<file path="src/rtl/clk_phase_meter_pkg.sv">
// Shared state encodings and timer width for the clock phase meter.
// Default-parameter constants; modules derive their own widths with tmr_w().
package clk_phase_meter_pkg;

    typedef enum logic [1:0] {IDLE, ARM, MEAS, DONE} top_state_t;
    typedef enum logic [1:0] {WAIT_FIRST, COUNT, FIN} chan_state_t;

    localparam int CNT_W_DEF    = 16;
    localparam int AVG_LOG2_DEF = 3;
    localparam int TMR_W        = CNT_W_DEF + AVG_LOG2_DEF;

    function automatic int tmr_w(input int cnt_w, input int avg_log2);
        return cnt_w + avg_log2;
    endfunction

endpackage

</file>
<file path="src/rtl/clk_phase_meter_chan.sv">
// One sampled clock: synchroniser, rising-edge detect, first/last edge timestamps and result maths.
// Edge flagged SYNC_STAGES+1 cycles after it occurs; no backpressure, results are combinational from latches.
module clk_phase_meter_chan
    import clk_phase_meter_pkg::*;
#(
    parameter int CNT_W       = 16,
    parameter int AVG_LOG2    = 3,
    parameter int SYNC_STAGES = 2,
    localparam int TW         = CNT_W + AVG_LOG2
) (
    input  logic             sys_clk,
    input  logic             sys_rst,
    input  logic             smp,
    input  logic             active,
    input  logic [TW-1:0]    tmr,
    output logic             rise,
    output logic             err_res,
    output logic [CNT_W-1:0] period_res,
    output logic [CNT_W-1:0] phase_res
);

    localparam int CW = AVG_LOG2 + 1;
    localparam logic [CW-1:0] CNT_LAST = CW'((1 << AVG_LOG2) - 1);
    localparam logic [TW-1:0] PH_MAX   = TW'((64'd1 << CNT_W) - 64'd1);

    logic [SYNC_STAGES-1:0] sync;
    logic                   prev;
    chan_state_t            st;
    logic [CW-1:0]          cnt;
    logic [TW-1:0]          f_ts;
    logic [TW-1:0]          t_ts;
    logic [TW-1:0]          span;

    always_ff @(posedge sys_clk or posedge sys_rst) begin
        if (sys_rst) begin
            sync <= '0;
            prev <= 1'b0;
        end else begin
            sync <= {sync[SYNC_STAGES-2:0], smp};
            prev <= sync[SYNC_STAGES-1];
        end
    end

    assign rise = sync[SYNC_STAGES-1] & ~prev;

    // The timer reads 0 in the arm cycle, so an arm-cycle edge naturally latches f=0.
    always_ff @(posedge sys_clk or posedge sys_rst) begin
        if (sys_rst) begin
            st   <= WAIT_FIRST;
            cnt  <= '0;
            f_ts <= '0;
            t_ts <= '0;
        end else if (!active) begin
            st  <= WAIT_FIRST;
            cnt <= '0;
        end else if (rise) begin
            case (st)
                WAIT_FIRST: begin
                    f_ts <= tmr;
                    cnt  <= '0;
                    st   <= COUNT;
                end
                COUNT: begin
                    cnt <= cnt + 1'b1;
                    if (cnt == CNT_LAST) begin
                        t_ts <= tmr;
                        st   <= FIN;
                    end
                end
                default: ;
            endcase
        end
    end

    assign span = t_ts - f_ts;

    always_comb begin
        err_res    = (st != FIN);
        period_res = span[TW-1:AVG_LOG2];
        phase_res  = (f_ts > PH_MAX) ? '1 : f_ts[CNT_W-1:0];
        if (err_res) begin
            period_res = '1;
            phase_res  = '1;
        end
    end

endmodule

</file>
<file path="src/rtl/clk_phase_meter.sv">
// Measures averaged period and phase vs channel 0 of NUM_CH oversampled clocks; result registered one cycle after DONE.
// No backpressure: start while busy is ignored. CLK_PHASE_METER_CONT_EN selects continuous re-arming.
module clk_phase_meter
    import clk_phase_meter_pkg::*;
#(
    parameter int NUM_CH      = 2,
    parameter int CNT_W       = 16,
    parameter int AVG_LOG2    = 3,
    parameter int SYNC_STAGES = 2
) (
    input  logic                    sys_clk,
    input  logic                    sys_rst,
    input  logic                    locked,
    input  logic [NUM_CH-1:0]       clk_smp,
    input  logic                    start,
    output logic                    busy,
    output logic                    done,
    output logic [NUM_CH*CNT_W-1:0] period,
    output logic [NUM_CH*CNT_W-1:0] phase,
    output logic [NUM_CH-1:0]       err
);

    localparam int TW = tmr_w(CNT_W, AVG_LOG2);

    top_state_t                state;
    logic [TW-1:0]             tmr;
    logic [NUM_CH-1:0]         ch_rise;
    logic [NUM_CH-1:0]         ch_err;
    logic [NUM_CH*CNT_W-1:0]   ch_period;
    logic [NUM_CH*CNT_W-1:0]   ch_phase;
    logic                      arm;
    logic                      active;
    logic                      abort;

    assign arm    = (state == ARM) && ch_rise[0];
    assign active = arm || (state == MEAS);
    assign abort  = ((state == ARM || state == MEAS) && !locked) ||
                    (state == IDLE && start && !locked);

    for (genvar i = 0; i < NUM_CH; i++) begin : g_ch
        clk_phase_meter_chan #(
            .CNT_W       (CNT_W),
            .AVG_LOG2    (AVG_LOG2),
            .SYNC_STAGES (SYNC_STAGES)
        ) u_chan (
            .sys_clk    (sys_clk),
            .sys_rst    (sys_rst),
            .smp        (clk_smp[i]),
            .active     (active),
            .tmr        (tmr),
            .rise       (ch_rise[i]),
            .err_res    (ch_err[i]),
            .period_res (ch_period[i*CNT_W +: CNT_W]),
            .phase_res  (ch_phase[i*CNT_W +: CNT_W])
        );
    end

    always_ff @(posedge sys_clk or posedge sys_rst) begin
        if (sys_rst) begin
            state  <= IDLE;
            tmr    <= '0;
            busy   <= 1'b0;
            done   <= 1'b0;
            period <= '0;
            phase  <= '0;
            err    <= '0;
        end else begin
            done <= 1'b0;
            if (abort) begin
                state  <= IDLE;
                tmr    <= '0;
                busy   <= 1'b0;
                done   <= 1'b1;
                period <= '1;
                phase  <= '1;
                err    <= '1;
            end else begin
                case (state)
                    IDLE: begin
                        tmr <= '0;
                        if (start) begin
                            state <= ARM;
                            busy  <= 1'b1;
                        end
                    end
                    ARM: begin
                        if (ch_rise[0]) begin
                            tmr   <= TW'(1);
                            state <= MEAS;
                        end
                    end
                    MEAS: begin
                        if (!(|ch_err) || (&tmr)) state <= DONE;
                        else                      tmr   <= tmr + 1'b1;
                    end
                    default: begin
                        done   <= 1'b1;
                        period <= ch_period;
                        phase  <= ch_phase;
                        err    <= ch_err;
                        tmr    <= '0;
`ifdef CLK_PHASE_METER_CONT_EN
                        state  <= locked ? ARM : IDLE;
                        busy   <= locked;
`else
                        state  <= IDLE;
                        busy   <= 1'b0;
`endif
                    end
                endcase
            end
        end
    end

endmodule

</file>
<file path="config.mk">
export PLATFORM = sky130hd
export DESIGN_NAME = clk_phase_meter
export DESIGN_NICKNAME = d
export VERILOG_FILES = /design/src/rtl/clk_phase_meter_pkg.sv /design/src/rtl/clk_phase_meter_chan.sv /design/src/rtl/clk_phase_meter.sv
export SDC_FILE = /design/constraint.sdc
export NUM_CORES = 1
export LEC_CHECK = 0
export ABC_AREA = 1
export BUFFER_PORTS_ARGS = -buffer_cell sky130_fd_sc_hd__buf_2
export CAP_MARGIN = 25
export CELL_PAD_IN_SITES_DETAIL_PLACEMENT = 1
export CELL_PAD_IN_SITES_GLOBAL_PLACEMENT = 1
export CORE_MARGIN = 2
export CORE_UTILIZATION = 45
export DETAILED_ROUTE_END_ITERATION = 10
export PLACE_DENSITY = 0.81
export SLEW_MARGIN = 20
export SYNTH_ARGS = -nofsm -noshare
export SYNTH_HDL_FRONTEND = slang
export SYNTH_SLANG_ARGS = --single-unit
</file>
<file path="constraint.sdc">
create_clock -name sys_clk -period 10.7 [get_ports sys_clk]
set_input_delay 0 -clock sys_clk [delete_from_list [all_inputs] [get_ports sys_clk]]
set_output_delay 0 -clock sys_clk [all_outputs]
set_load 0.05 [all_outputs]
</file>
==> flow_summary.toml <==
[run_status]
outcome = "finished, final reports clean"

[layout]
seqCellArea_um2 = 4580
final_cell_area_um2 = 11100
multi_input_area_um2 = 4450
n_antenna_cell = 0
fill_cells = 2765
area_growth_pct = 12.0
drive_gt1_share_pct = 12.2
nets = 1389

[clock_network]
cts_buffers = 17
cts_buffer_depth = 2
root_buffer = "clkbuf_16"
insertion_delay_ns = 0.44
post-cts-setup-buffer-count = 0
path_clk_slew_ns = 0.07
cts_sinks = 183
ctsHtreeMaxLevel = 4
cts_tree = "built"

[worst_setup_path]
slowest_stage = "nand2_2"
path_cells = "inv_1 > ha_1 > inv_1 > o21ai_4 > nand2_1 > nand2_2 > nand2_1 > nand2_2 > nand2_1 > o21ai_0"
r2r_slack_ns = 7.76
path_class = "flip-flop to flip-flop"
worstPathRequired_ns = 11.03
crit_fanout = 39
start_kind = "flip-flop"
arrival_ns = 3.27
slowest_delay_ns = 0.60
end_kind = "flip-flop"
cpMostUsedCell = "nand2_1"

[grt]
grt_max_degree = 123
grt_pass1_wl_um = 47900
grt-ovfl-total = 0
antenna_found_initial = 0
grt_pass1_vias = 9218
grt_usage_pct = 25.5

[timing]
skew_ns = 0.00827
min_period_ns = 2.94
post-route-period-util_pct = 27.5
setup_tns_ns = 0
worst_slew_pin_slew_ns = 0.852
rsz0062_at_grt = "false"
whs_ns = 0.199
slew_headroom_pct = 43.2
final-setup-viol-count = 0
hold_violations = 0
slew_viol_final = 0
max_freq_mhz = 340

[route]
avgViaCountPerCell = 5.46
drtAntennaViolNets = 0
wire_per_inst_um = 17.7
vias = 8920
drc = 0
wl_um = 29000
drt_iter0_markers = 530
first_pass_iters = 5

[placement]
gp_congestion = 0.837
dp_hpwl_um = 20700
port-buffer-count = 73
dpl_cell_area_um2 = 10500

[synthesis]
yosysMostFrequentCell = "nand2_1"
yosys_most_used_dff = "dfrtp_1"
synth_edf_count = 0
synth_cells = 1272
async_reset_ff_share_pct = 100
ys_warn_count = 0
yosysSeqAreaShare_pct = 46.1
avgSynthCellArea_um2 = 7.81
yosys.area.top_type = "dfrtp_1"
synth_top_area_share_pct = 46.1
synthesis.area_um2 = 9940
synthTopCellsByCount = "nand2_1, dfrtp_1, inv_1, nor2_1, o21ai_0"
syn_nets = 1319
ys_ff_latch = 183
ys_top_cells_by_area = "dfrtp_1, nand2_1, inv_1, ha_1, nor2_1"
synth.distinct_cells = 43

[power_and_ir_drop]
power_density_nw_per_um2 = 167
leakage_nw = 5.16
ir_drop_uv = 114

[floorplanning]
initial_core_util_pct = 45.7
die_area_um2 = 23300
pin_count = 74
core_area_um2 = 21800
dieWidth_um = 153
die_h_um = 153
std_cell_rows = 54

[flow_run]
cap_viol_max_count = 0

[worst_hold_path]
hp-class = "input pin to flip-flop"
## metal layers
layer / track usage, % / routed length (µm) / vias to the layer above
li1: - / - / 4279
met5: 0 / 0 / -
met2: 41.7 / 13900 / 159
met1: 35.4 / 13500 / 4443
met4: 7.94 / 629 / 0
met3: 3.21 / 1000 / 39
## sequential cells by signal, indices dropped and copies added (netlist names), 4 cells and up
signal,cells
period,32
tmr,19
g_ch.u_chan.cnt,8
g_ch.u_chan.t_ts,38
g_ch.u_chan.f_ts,38
g_ch.u_chan.st,4
g_ch.u_chan.sync,4
phase,32
## through the flow
stage | total power, mW | std cells | util [%] | worst slack (ns)
CTS | 1.88 | 1634 | 51.2 | 7.72
global route | 1.96 | 1634 | 51.2 | 7.45
finish | 1.86 | 1634 | 51.2 | 7.76
global placement | 1.23 | 1596 | 48.2 | 7.94
detailed placement | 1.25 | 1597 | 48.3 | 7.83
floorplan | 1.13 | 1272 | - | 5.73
## layout make-up
type / instances / share of cell area (%)
clock inverter: 11 / 1.12
inverter: 181 / 6.19
multi-input combinational: 871 / 40.0
clock buffer: 20 / 4.01
timing repair buffer: 88 / 4.41
tap: 280 / 3.15
sequential: 183 / 41.1
## critical path: cells and delay by family (launching register included)
kind / cells / cell delay [ns]
AND/OR/NAND/NOR: 5 / 1.10
AO/OA/AOI/OAI: 2 / 0.36
flip-flops: 1 / 0.42
adder cells (fa/ha/maj): 1 / 0.54
buffers and inverters: 2 / 0.41
## where the power goes
part | switching (mW) | total [mW] | internal (mW)
Combinational | 0.377 | 0.480 | 0.103
Clock | 0.279 | 0.629 | 0.350
Sequential | 0.0268 | 0.755 | 0.728
Total | 0.683 | 1.86 | 1.18
## placed cells by master, fill, tap and decap left out, types with 16 or more instances in the layout
cell | synthesis | routed
nor2_1 | 131 | 131
inv_1 | 179 | 177
nand2_1 | 304 | 304
o21ai_2 | 18 | 18
nor3_1 | 25 | 25
buf_2 | 12 | 74
nand3_1 | 84 | 84
nand4_1 | 18 | 18
ha_1 | 41 | 41
dfrtp_1 | 183 | 183
o21ai_0 | 85 | 85
clkbuf_16 | 0 | 17
o21ai_1 | 16 | 16
a21oi_1 | 44 | 44
a31oi_1 | 34 | 34
## logic make-up after synthesis
kind of cell	after synthesis	share of synthesized area, %
adders and majority gates	41	5.16
DFF	183	46.1
xor gates and xnor gates	5	0.441
AOI/OAI and AO/OA	227	13.3
and+or+nand+nor	598	25.9
buffers and inverters	218	9.15
## path summary, 6_finish.rpt
check / cells past startpoint / end / start
worst max-delay path: 10 / g_ch[0].u_chan.t_ts[18] / state[0]
worst min-delay path: 2 / g_ch[0].u_chan.sync[0] / clk_smp[0]
worst max register to register: 10 / g_ch[0].u_chan.t_ts[18] / state[0]
worst min register to register: 0 / g_ch[1].u_chan.sync[1] / g_ch[1].u_chan.sync[0]
max in group asynchronous: 4 / g_ch[1].u_chan.f_ts[5] / sys_rst
min in group asynchronous: 3 / g_ch[0].u_chan.prev / sys_rst
## repair_timing
action | in CTS | in global routing
endpoints found under the setup margin | 0 | 0
hold buffers | 6 | 0
gates resized for setup | 0 | 0
hold endpoints to repair | 125 | 0
(Power assumes the default switching activity.)
